File: src/rtl/pipe_ctrl_chain.sv
// ---------------------------------------------------------------------------
// pipe_ctrl_chain
//
// Pipeline backbone for the moquanMIPS core. It generates the fetch PC and
// fetch enable, and it holds one register slice between each pair of adjacent
// stages. The per-stage combinational logic (decode, execute, memory, ...)
// lives outside this block. It reads stage_q_o slice j-1 and drives
// stage_d_i slice j.
//
// Per-stage stall requests are resolved into a global stall vector. A
// requesting stage freezes itself and every stage upstream of it. The first
// slice below the frozen region receives a bubble. A flush clears every
// slice, redirects fetch to new_pc_i, and overrides any stall.
//
// Parameters
//   STAGES   total stages including fetch (2..8); slices are 1..STAGES-1
//   WIDTH    payload width of every slice
//   PC_STEP  PC increment per fetch
//   RESET_PC first fetch address after reset
//
// Ports
//   clk          in   system clock, rising edge
//   rst          in   synchronous reset, active-low
//   stallreq_i   in   [STAGES]          per-stage stall request
//   flush_i      in   discard in-flight slices and redirect fetch
//   new_pc_i     in   [32]              redirect target used on flush
//   pc_o         out  [32]              fetch address
//   ce_o         out  fetch enable
//   stage_d_i    in   [(STAGES-1)*WIDTH] slice j input at [j*WIDTH-1 -: WIDTH]
//   stage_q_o    out  [(STAGES-1)*WIDTH] slice j registered payload
//   stage_v_o    out  [STAGES-1]        slice j valid (bit j-1)
//   stall_o      out  [STAGES]          resolved stall vector (combinational)
//   stall_cnt_o  out  [32]              saturating stall-cycle counter;
//                                       present only when the macro
//                                       PIPE_STALL_CNT_EN is defined
// ---------------------------------------------------------------------------
module pipe_ctrl_chain #(
  parameter int          STAGES   = 5,
  parameter int          WIDTH    = 32,
  parameter logic [31:0] PC_STEP  = 32'd4,
  parameter logic [31:0] RESET_PC = 32'h0
) (
  input  logic                        clk,
  input  logic                        rst,
  input  logic [STAGES-1:0]           stallreq_i,
  input  logic                        flush_i,
  input  logic [31:0]                 new_pc_i,
  output logic [31:0]                 pc_o,
  output logic                        ce_o,
  input  logic [(STAGES-1)*WIDTH-1:0] stage_d_i,
  output logic [(STAGES-1)*WIDTH-1:0] stage_q_o,
  output logic [STAGES-2:0]           stage_v_o,
  output logic [STAGES-1:0]           stall_o
`ifdef PIPE_STALL_CNT_EN
  ,
  output logic [31:0]                 stall_cnt_o
`endif
);

  localparam int NS = STAGES - 1;

  logic [31:0]         pc_q, pc_d;
  logic                ce_q, ce_d;
  logic [NS*WIDTH-1:0] pay_q, pay_d;
  logic [NS-1:0]       vld_q, vld_d;
  logic [STAGES-1:0]   stall;
  logic [STAGES-1:0]   vld_in;

  // Bit k is set when any stage at or downstream of k requests a stall.
  function automatic logic [STAGES-1:0] resolve_stall(input logic [STAGES-1:0] req);
    logic [STAGES-1:0] s;
    logic              acc;
    s   = '0;
    acc = 1'b0;
    for (int k = STAGES - 1; k >= 0; k--) begin
      acc  = acc | req[k];
      s[k] = acc;
    end
    return s;
  endfunction

  always_comb begin
    stall = resolve_stall(stallreq_i);
    if (flush_i) begin
      stall = '0;
    end
  end

  // vld_in[i] is the valid bit feeding slice i+1. For slice 1 this is the
  // fetch enable. For every other slice it is the valid of the slice above.
  assign vld_in = {vld_q, ce_q};

  // Fetch address and enable.
  always_comb begin
    pc_d = pc_q;
    ce_d = 1'b1;
    if (flush_i) begin
      pc_d = new_pc_i;
    end else if (ce_q && !stall[0]) begin
      pc_d = pc_q + PC_STEP;
    end
  end

  // Slice update. A slice receives a bubble when its upstream stage is
  // frozen but the slice itself is free to drain. A slice holds when both
  // sides are frozen. Otherwise it advances.
  always_comb begin
    pay_d = pay_q;
    vld_d = vld_q;
    for (int i = 0; i < NS; i++) begin
      if (flush_i) begin
        pay_d[i*WIDTH +: WIDTH] = '0;
        vld_d[i]                = 1'b0;
      end else if (stall[i] && !stall[i+1]) begin
        pay_d[i*WIDTH +: WIDTH] = '0;
        vld_d[i]                = 1'b0;
      end else if (!stall[i]) begin
        pay_d[i*WIDTH +: WIDTH] = stage_d_i[i*WIDTH +: WIDTH];
        vld_d[i]                = vld_in[i];
      end
    end
  end

  // Register boundary: fetch state and all slices.
  always_ff @(posedge clk) begin
    if (!rst) begin
      pc_q  <= RESET_PC;
      ce_q  <= 1'b0;
      pay_q <= '0;
      vld_q <= '0;
    end else begin
      pc_q  <= pc_d;
      ce_q  <= ce_d;
      pay_q <= pay_d;
      vld_q <= vld_d;
    end
  end

  assign pc_o      = pc_q;
  assign ce_o      = ce_q;
  assign stage_q_o = pay_q;
  assign stage_v_o = vld_q;
  assign stall_o   = stall;

`ifdef PIPE_STALL_CNT_EN
  logic [31:0] stall_cnt_q, stall_cnt_d;

  function automatic logic [31:0] sat_inc(input logic [31:0] v);
    return (v == 32'hFFFF_FFFF) ? v : v + 32'd1;
  endfunction

  // Cycles spent flushing are not stall cycles, even when requests are present.
  always_comb begin
    stall_cnt_d = stall_cnt_q;
    if (ce_q && !flush_i && (|stallreq_i)) begin
      stall_cnt_d = sat_inc(stall_cnt_q);
    end
  end

  always_ff @(posedge clk) begin
    if (!rst) begin
      stall_cnt_q <= '0;
    end else begin
      stall_cnt_q <= stall_cnt_d;
    end
  end

  assign stall_cnt_o = stall_cnt_q;
`endif

endmodule
File: config.mk
export PLATFORM = sky130hd
export DESIGN_NAME = pipe_ctrl_chain
export DESIGN_NICKNAME = d
export VERILOG_FILES = /design/src/rtl/pipe_ctrl_chain.sv
export SDC_FILE = /design/constraint.sdc
export NUM_CORES = 1
export LEC_CHECK = 0
export ABC_CLOCK_PERIOD_IN_PS = 6000
export CAP_MARGIN = 40
export CELL_PAD_IN_SITES_DETAIL_PLACEMENT = 0
export CELL_PAD_IN_SITES_GLOBAL_PLACEMENT = 1
export CORE_MARGIN = 2
export CORE_UTILIZATION = 29
export DETAILED_ROUTE_END_ITERATION = 10
export GPL_TIMING_DRIVEN = 0
export HOLD_SLACK_MARGIN = 0.1
export PLACE_DENSITY = 0.86
export SLEW_MARGIN = 10
export SYNTH_ARGS = -nofsm -noshare
export SYNTH_HDL_FRONTEND = slang
export SYNTH_SLANG_ARGS = --single-unit
File: constraint.sdc
create_clock -name clk -period 6 [get_ports clk]
set_input_delay 0.9 -clock clk [delete_from_list [all_inputs] [get_ports clk]]
set_output_delay 0.9 -clock clk [all_outputs]
set_load 0.02 [all_outputs]
==> metrics.md, run 1 <==
| Metric | Value |
|---|---|
| Maximum VDD drop | `167 µV` |
| Top_reg_cell synth | `dfxtp_1` |
| Final nets | `1327` |
| Vias per cell | `4.63` |
| Effective utilization at floorplan | `29.8%` |
| Cell chosen for the clock root | `clkbuf_16` |
| Die footprint | `22900 µm²` |
| Number of storage elements in the synthesis netlist | `165` |
| Proportion of power drawn by combinational gates | `15.4%` |
| Number of antenna violations at the first check in global routing | `2` |
| Filler cell count in the final layout | `2088` |
| Die span in x | `151 µm` |
| Number of buffers inserted for hold repair after clock tree synthesis | `0` |
| Clock latency at the later pin of the worst-skew pair | `420 ps` |
| Synthesized area | `6300 µm²` |
| Post-route minimum period | `4610 ps` |
| Worst clock skew | `11.0 ps` |
| Overflow left after global routing | `0` |
| Max-slew headroom | `55.2%` |
| Total nets after synthesis | `972` |
| Hold slack final | `447 ps` |
| Switching pwr | `0.714 mW` |
| Global-route wire length before repair | `33500 µm` |
| Post-detailed-route DRC marker count | `0` |
| Count of TritonRoute iterations in the first routing pass | `4` |
| Total Routed Length | `22600 µm` |
| Hold Path Cell Cnt | `2` |
| Number of DRC markers after the initial detailed-route iteration | `238` |
| Count of buffers inserted at the top-level ports | `336` |
| Area overhead of the layout relative to synthesis | `68.2%` |
| Most instantiated library cell after synthesis | `nand2_1` |
| Leakage | `3.77 nW` |
| Seq pwr share | `43.5%` |
| Site row count | `53` |
| Power per Cell Area | `254 nW/µm²` |
| Cell internal power dissipation | `1.98 mW` |
| Cell type with the largest total area after synthesis | `dfxtp_1` |
| Pin slew with the least headroom to its limit | `668 ps` |
| Die outline height | `151 µm` |
| Sequential cell area fraction in the yosys report | `52.4%` |
| Sw Ratio | `26.5%` |
| Kind of path behind the tightest hold check | `register to register` |
| Type of origin of the critical path | `primary input` |
| Hold Vio Cnt, Final | `0` |
| Core Area | `21200 µm²` |
| Portion of the clock cycle consumed by the worst path in the final layout | `76.8%` |
| RePlAce Congestion | `0.804` |
| DP HPWL | `17200 µm` |
| Critical path capture point type | `output port` |
| Yosys warns | `0` |
| Post-CTS setup buffer count | `0` |
| Number of enable flip-flop cells after synthesis | `0` |
| Clock transition time at the flip-flop clock pins of the worst setup and hold paths | `70 ps` |
| Peak clock frequency supported by timing | `217 MHz` |
| Average cell area after synthesis | `7.85 µm²` |
| Status | `completed` |
| Synth cell types | `37` |
| Share of Yosys cell area claimed by the top area cell type | `52.4%` |
| Total negative setup slack | `0 ps` |
| Max Transition Viols Final | `0` |
| Reg2Reg Setup Slack | `3690 ps` |
| Share of cells above drive strength 1 | `3.42%` |
| WL per Instance | `15.6 µm` |
| Cell count after synthesis | `803` |
| FFs w/ async S/R, synth | `0%` |
| Setup repair after global routing missed its margin | `no` |
| WS Path Type | `primary input to output port` |
| Final setup violating endpoints | `0` |
| Pin count of the biggest net entering global routing | `17` |
| Number of gates given a new drive strength after cts | `0` |
| Global-route total usage across every layer | `18.8%` |
| H-tree Lvls | `4` |
| Cells on worst reg2reg path | `5` |
| Dominant cells by area after synthesis | `dfxtp_1, nand2_1, a21oi_1` |
| Final antenna-violating net count | `0` |
| Total CTS buffers | `17` |
| Max Root-Sink Buffers | `2` |
| Number of max-cap violations | `0` |
| Vias in the first global route | `6369` |
| Num Clock Sinks | `165` |
| Critical Path AT | `3710 ps` |
| Top Ports | `338` |
| Top post-synthesis cells by count | `nand2_1, dfxtp_1, a21oi_1, clkbuf_1, o21ai_0` |
| Clock Power Share | `41.1%` |
| Critical Path Fanout Max | `10` |
| Data required time of the critical path | `5100 ps` |
| Clock tree from TritonCTS | `done` |
| Total number of vias | `6699` |
-- final cells by class --
| type | count | area, µm² | area share [%] |
|---|---|---|---|
| antenna | 1 | 2.50 | 0.0236 |
| buffer | 50 | 189 | 1.78 |
| clock buffer | 19 | 443 | 4.18 |
| clock inverter | 13 | 148 | 1.39 |
| inverter | 11 | 41.3 | 0.389 |
| multi-input combinational | 577 | 2770 | 26.1 |
| sequential | 165 | 3300 | 31.2 |
| tap | 275 | 344 | 3.24 |
| timing repair buffer | 336 | 3360 | 31.7 |
-- power groups by stage --
stage	logic (mW)	registers, mW	clock network, mW
after floorplan	0.120	1.25	0
after global placement	0.417	1.20	0
after global routing	0.448	1.18	1.19
after CTS	0.420	1.17	1.14
final	0.416	1.17	1.11
after detailed placement	0.418	1.20	0
-- flip-flops by register name (all words and copies together) (netlist names) --
signal,flops
stage_q_o,128
pc_o,32
ce_o,1
stage_v_o,4
-- cell usage in the layout (no fill, tap or decap), types with 2 or more instances in the layout --
cell type and instances:
o211a_1 2, a31oi_1 3, nand3_1 8, and2_1 5, o2bb2ai_1 2, nor3_1 6
inv_1 5, nand2_1 285, or4_4 2, nor2b_1 3, clkinv_2 2, inv_6 2
and3_1 2, or3_1 2, xor2_1 5, o21ai_0 29, clkinv_1 2, clkdlybuf4s50_1 336
clkinvlp_4 3, or4_1 2, a21o_1 3, nor4_1 13, a21oi_1 152, clkbuf_16 17
o21ai_1 3, inv_2 4, xnor2_1 18, clkinv_4 3, dfxtp_1 165, nor2_1 6
bufinv_16 2, nand4_1 9, mux2i_1 5, and4_1 5, buf_1 4, clkbuf_1 46
-- worst max-delay path: stages --
cell             delay [ps]
clkdlybuf4s50_1         490
o21ai_1                 550
inv_2                   220
a21oi_1                 490
inv_2                   160
clkbuf_1                290
clkdlybuf4s50_1         610
-- through the flow --
step	std cells	cell area (µm²)	utilization (%)	worst slack, ps	total power, mW
after global placement	1414	10000	47.3	1340	1.61
final	1447	10600	50.1	1390	2.70
after CTS	1446	10600	50.1	1280	2.73
after global routing	1446	10600	50.1	1150	2.81
after detailed placement	1414	10000	47.3	1280	1.62
after floorplan	803	6300	-	2880	1.37
-- routing by layer --
metal | part of all wire (%) | global-route usage (%) | vias up | routed length, µm
li1 | - | - | 3400 | -
met1 | 42 | 22.6 | 3053 | 9540
met2 | 48 | 31.5 | 207 | 10900
met3 | 7.3 | 6.14 | 37 | 1650
met4 | 2.3 | 6.45 | 2 | 512
met5 | 0.057 | 0 | - | 13
-- cells by family after synthesis --
| group | synth area share [%] |
|---|---|
| buffers and inverters | 3.65 |
| flip-flops | 52.4 |
| AO/OA/AOI/OAI | 16.4 |
| adder cells (fa/ha/maj) | 0.198 |
| XOR/XNOR | 3.20 |
| AND/OR/NAND/NOR | 23.4 |
| multiplexers | 0.794 |
-- final timing paths --
kind	start	to
setup / recovery	stallreq_i[3]	stall_o[2]
hold / removal	stage_q_o[26]	stage_q_o[26]
setup reg to reg	pc_o[2]	pc_o[31]
hold reg to reg	stage_q_o[26]	stage_q_o[26]
Note: power is estimated with default switching activity, not from simulation.
==> run 2, diff against run 1 <==
ABC_CLOCK_PERIOD_IN_PS = 4100   (was 6000)
CORE_UTILIZATION = 24   (was 29)
PLACE_DENSITY = 0.76   (was 0.86)
clock period = 4.1 ns   (was 6 ns; I/O delays follow)
==> run 2 against run 1 <==
Effect of this change: non-clock buffer count stayed put; hold slack better by 2.0 ps; clock-buffer cell count did not move; critical path depth decreased by 1; worst setup slack got worse by 1100 ps; clock skew rose by 0.95 ps; register-to-register slack worse by 1900 ps; combinational power increased by 47%; critical path type unchanged; largest cell class unchanged.
==> metrics.md, run 2 (synthesis results as in run 1) <==
| Metric | Value |
|---|---|
| Tot Pwr | `3.97 mW` |
| Hold slack final | `449 ps` |
| Share of cells above drive strength 1 | `3.68%` |
| WS Path Type | `primary input to output port` |
| Largest register FFs | `128` |
| Effective utilization at floorplan | `24.3%` |
| Total CTS buffers | `17` |
| Vias in the first global route | `6520` |
| Worst clock skew | `11.9 ps` |
| Overflow left after global routing | `0` |
| Power per Cell Area | `371 nW/µm²` |
| Number of max-cap violations | `0` |
| Met1 global-route usage | `21.4%` |
| Number of antenna violations at the first check in global routing | `2` |
| Top Ports | `338` |
| Grt met3 use | `4.77%` |
| Vias per cell | `4.44` |
| Post-CTS setup buffer count | `0` |
| Die outline height | `166 µm` |
| Max-slew headroom | `58.4%` |
| Total Routed Length | `23600 µm` |
| Area overhead of the layout relative to synthesis | `69.6%` |
| Die footprint | `27600 µm²` |
| Final antenna-violating net count | `0` |
| Layer with the highest usage | `met2` |
| Max Root-Sink Buffers | `2` |
| Peak clock frequency supported by timing | `263 MHz` |
| Global-route wire length before repair | `36700 µm` |
| WL per Instance | `15.7 µm` |
| Portion of the clock cycle consumed by the worst path in the final layout | `92.7%` |
| Global-route total usage across every layer | `16.7%` |
| Kind of path behind the tightest hold check | `register to register` |
| Max Transition Viols Final | `0` |
| Critical path capture point type | `output port` |
| Most frequent standard cell in the layout excluding fill and tap cells | `clkdlybuf4s50_1` |
| Post-detailed-route DRC marker count | `0` |
| Hold Vio Cnt, Final | `0` |
| Site row count | `59` |
| Num Clock Sinks | `165` |
| Count of TritonRoute iterations in the first routing pass | `4` |
| Share of the core filled with cells in the final layout | `41.3%` |
| Core Area | `25900 µm²` |
| Pin count of the biggest net entering global routing | `17` |
| DP HPWL | `17700 µm` |
| Clock transition time at the flip-flop clock pins of the worst setup and hold paths | `70 ps` |
| Count of buffers inserted at the top-level ports | `336` |
| Data required time of the critical path | `3480 ps` |
| Clock latency at the later pin of the worst-skew pair | `420 ps` |
| RePlAce Congestion | `0.772` |
| Post-route minimum period | `3800 ps` |
| Critical Path AT | `3190 ps` |
| Setup repair after global routing missed its margin | `no` |
| Pin slew with the least headroom to its limit | `618 ps` |
| Number of DRC markers after the initial detailed-route iteration | `291` |
| Final setup violating endpoints | `0` |
| Leakage | `3.77 nW` |
| Die span in x | `166 µm` |
| H-tree Lvls | `4` |
| Top library cells by usage in the layout, fill and taps aside | `clkdlybuf4s50_1, nand2_1, dfxtp_1` |
| Clock tree from TritonCTS | `done` |
| Maximum VDD drop | `181 µV` |
| Met2 Track Usage GR | `27.0%` |
| Type of origin of the critical path | `primary input` |
| Cell chosen for the clock root | `clkbuf_16` |
| Status | `completed` |
| Final nets | `1327` |
| Total number of vias | `6685` |
| Critical Path Fanout Max | `10` |
==> run 2: cell types whose count changed in the layout (fill, tap and decap cells not counted), sizes merged <==
cell	delta
inv	+1
clkinvlp	+1
clkinv	-3
==> run 2: metrics by stage <==
stage / cell area (µm²) / TNS (ps) / cells / setup slack [ps]
4_1_cts: 10700 / 0 / 1505 / 132
2_1_floorplan: 6300 / 0 / 803 / 1550
3_5_place_dp: 10100 / -44.9 / 1474 / -44.9
3_3_place_gp: 10100 / -17.6 / 1474 / -17.6
6_report: 10700 / 0 / 1506 / 300
5_1_grt: 10700 / 0 / 1506 / 114
==> run 2: cell type report <==
type,instances,area [µm²]
Fill cell,2657,15200
Timing Repair Buffer,336,3360
Sequential cell,165,3300
Multi-Input combinational cell,577,2780
Clock buffer,19,443
Tap cell,335,419
Buffer,50,189
Clock inverter,12,145
Inverter,11,41.3
Antenna cell,1,2.50
==> run 2: final timing paths <==
kind                            slack [ps]            end  cells after the start          start
worst max register to register        1770       pc_o[31]                      5        pc_o[4]
worst min register to register         450  stage_q_o[34]                      2  stage_q_o[34]
worst max-delay path                   300     stall_o[1]                      6  stallreq_i[3]
worst min-delay path                   450  stage_q_o[34]                      2  stage_q_o[34]
==> run 2: power by group <==
group	internal, mW	switching [mW]
clock	0.924	0.718
combinational	0.313	0.298
sequential	1.67	0.0513
total	2.90	1.07
==> run 2: routing by layer <==
| metal | up-vias | part of all wire, % |
|---|---|---|
| li1 | 3392 | - |
| met1 | 3042 | 45 |
| met2 | 221 | 46 |
| met3 | 28 | 6.8 |
| met4 | 2 | 2.0 |
| met5 | - | 0.055 |
==> run 2: worst max-delay path: stages <==
cell	delay (ps)
clkdlybuf4s50_1	540
or4_1	660
nand2_2	240
clkinv_1	240
clkbuf_1	290
clkdlybuf4s50_1	600
==> run 2: what timing repair did <==
item                                   in CTS  in global routing
setup endpoints to repair                   1                  3
hold buffers                                0                  0
endpoints found under the hold margin       0                  0
gates resized for setup                     1                  3
==> run 3, diff against run 2 <==
ABC_CLOCK_PERIOD_IN_PS = 3490   (was 4100)
clock period = 3.49 ns   (was 4.1 ns; I/O delays follow)
==> run 3 against run 2 <==
Effect of this change: wire length rose by 0.23%; sequential cell count did not move; sequential share of layout area decreased by 0.094 points; design area rose by 0.30%; critical path type unchanged; die area stayed put; via count grew 0.18%; critical path depth grew 1; sequential power increased by 17%; hold slack about the same; combinational power is 18% higher; register-to-register slack got worse by 610 ps.
==> metrics.md, run 3 (synthesis results as in run 1) <==
| Metric | Value |
|---|---|
| Status | `completed` |
| Final nets | `1327` |
| Post-CTS setup buffer count | `0` |
| Die span in x | `166 µm` |
| Post-detailed-route DRC marker count | `0` |
| Max Transition Viols Final | `0` |
| Seq pwr share | `43.2%` |
| Sw Ratio | `26.9%` |
| Cell chosen for the clock root | `clkbuf_16` |
| Type of origin of the critical path | `primary input` |
| Critical path capture point type | `output port` |
| Global-route wire length before repair | `36700 µm` |
| Peak clock frequency supported by timing | `297 MHz` |
| H-tree Lvls | `4` |
| Data required time of the critical path | `2970 ps` |
| Power per Cell Area | `435 nW/µm²` |
| Count of buffers inserted at the top-level ports | `336` |
| Max Root-Sink Buffers | `2` |
| Setup ws final | `127 ps` |
| Site row count | `59` |
| Count of TritonRoute iterations in the first routing pass | `4` |
| Number of DRC markers after the initial detailed-route iteration | `324` |
| Vias in the first global route | `6505` |
| Top library cells by usage in the layout, fill and taps aside | `clkdlybuf4s50_1, nand2_1, dfxtp_1` |
| Clock latency at the later pin of the worst-skew pair | `420 ps` |
| Setup repair after global routing missed its margin | `yes` |
| Total negative setup slack | `0 ps` |
| Die outline height | `166 µm` |
| Number of max-cap violations | `0` |
| RePlAce Congestion | `0.772` |
| Maximum VDD drop | `213 µV` |
| Switching pwr | `1.26 mW` |
| Worst clock skew | `11.8 ps` |
| Pin count of the biggest net entering global routing | `17` |
| Overflow left after global routing | `0` |
| Pin slew with the least headroom to its limit | `608 ps` |
| Area overhead of the layout relative to synthesis | `70.1%` |
| WL per Instance | `15.7 µm` |
| DP HPWL | `17700 µm` |
| Top Ports | `338` |
| Proportion of power drawn by combinational gates | `15.5%` |
| Clock transition time at the flip-flop clock pins of the worst setup and hold paths | `70 ps` |
| Num Clock Sinks | `165` |
| Critical Path AT | `2840 ps` |
| Total CTS buffers | `17` |
| Critical Path Fanout Max | `10` |
| Largest register FFs | `128` |
| Filler cell count in the final layout | `2664` |
| Hold slack final | `449 ps` |
| Kind of path behind the tightest hold check | `register to register` |
| Max-slew headroom | `59.1%` |
| Total Routed Length | `23700 µm` |
| Share of cells above drive strength 1 | `3.93%` |
| Clock tree from TritonCTS | `done` |
| Die footprint | `27600 µm²` |
| Post-route minimum period | `3360 ps` |
| Tot Pwr | `4.67 mW` |
| Post-placement setup slack | `-472 ps` |
| Clock Power Share | `41.3%` |
| Final antenna-violating net count | `0` |
| Hold Vio Cnt, Final | `0` |
| Most frequent standard cell in the layout excluding fill and tap cells | `clkdlybuf4s50_1` |
| Leakage | `3.78 nW` |
| Effective utilization at floorplan | `24.3%` |
| Vias per cell | `4.45` |
| Portion of the clock cycle consumed by the worst path in the final layout | `96.4%` |
| Core Area | `25900 µm²` |
| Global-route total usage across every layer | `16.7%` |
| Cell internal power dissipation | `3.41 mW` |
| Final setup violating endpoints | `0` |
| WS Path Type | `primary input to output port` |
| Total number of vias | `6697` |
| Number of antenna violations at the first check in global routing | `2` |
[run 3: worst max-delay path, cell delays in order]
cell             delay (ps)
clkdlybuf4s50_1         640
o21ai_4                 140
inv_2                   200
a21oi_4                  90
inv_2                   140
clkbuf_1                400
clkdlybuf4s50_1         700
[run 3: layer usage]
| metal | global-route usage, % | up-vias | wire, µm |
|---|---|---|---|
| li1 | - | 3393 | - |
| met1 | 21.4 | 3046 | 10600 |
| met2 | 27.0 | 230 | 10900 |
| met3 | 4.77 | 26 | 1660 |
| met4 | 5.60 | 2 | 470 |
| met5 | 0 | - | 13 |
[run 3: worst paths after layout]
path | startpoint | to | slack (ps) | depth (start not counted)
hold reg to reg | stage_q_o[34] | stage_q_o[34] | 450 | 2
setup reg to reg | pc_o[4] | pc_o[31] | 1160 | 5
setup / recovery | stallreq_i[3] | stall_o[2] | 130 | 7
hold / removal | stage_q_o[34] | stage_q_o[34] | 450 | 2
[run 3: through the flow]
stage | util [%] | cells | instance area [µm²]
finish | 41.4 | 1506 | 10700
global route | 41.4 | 1506 | 10700
detailed placement | 38.9 | 1474 | 10100
global placement | 38.9 | 1474 | 10100
floorplan | - | 803 | 6300
CTS | 41.3 | 1505 | 10700
[run 3: power groups by stage]
stage          combinational [mW]  clock [mW]  sequential, mW
2_1_floorplan               0.207           0            2.14
3_3_place_gp                0.723           0            2.06
3_5_place_dp                0.721           0            2.06
4_1_cts                     0.729        1.99            2.02
5_1_grt                     0.782        2.06            2.03
6_report                    0.722        1.93            2.02
[run 3: timing repair]
item | 4_1_cts | 5_1_grt
hold buffers | 0 | 0
endpoints found under the setup margin | 3 | 3
resized for setup | 10 | 2
hold endpoints to repair | 0 | 0
pin swaps | 0 | 0
[run 3: cell type report]
type,count,area (µm²),share of cell area (%)
Antenna cell,1,2.50,0.0233
Buffer,50,190,1.77
Inverter,11,42.5,0.397
Clock buffer,19,443,4.13
Multi-Input combinational cell,577,2820,26.3
Tap cell,335,419,3.91
Clock inverter,12,145,1.35
Timing Repair Buffer,336,3360,31.4
Sequential cell,165,3300,30.8
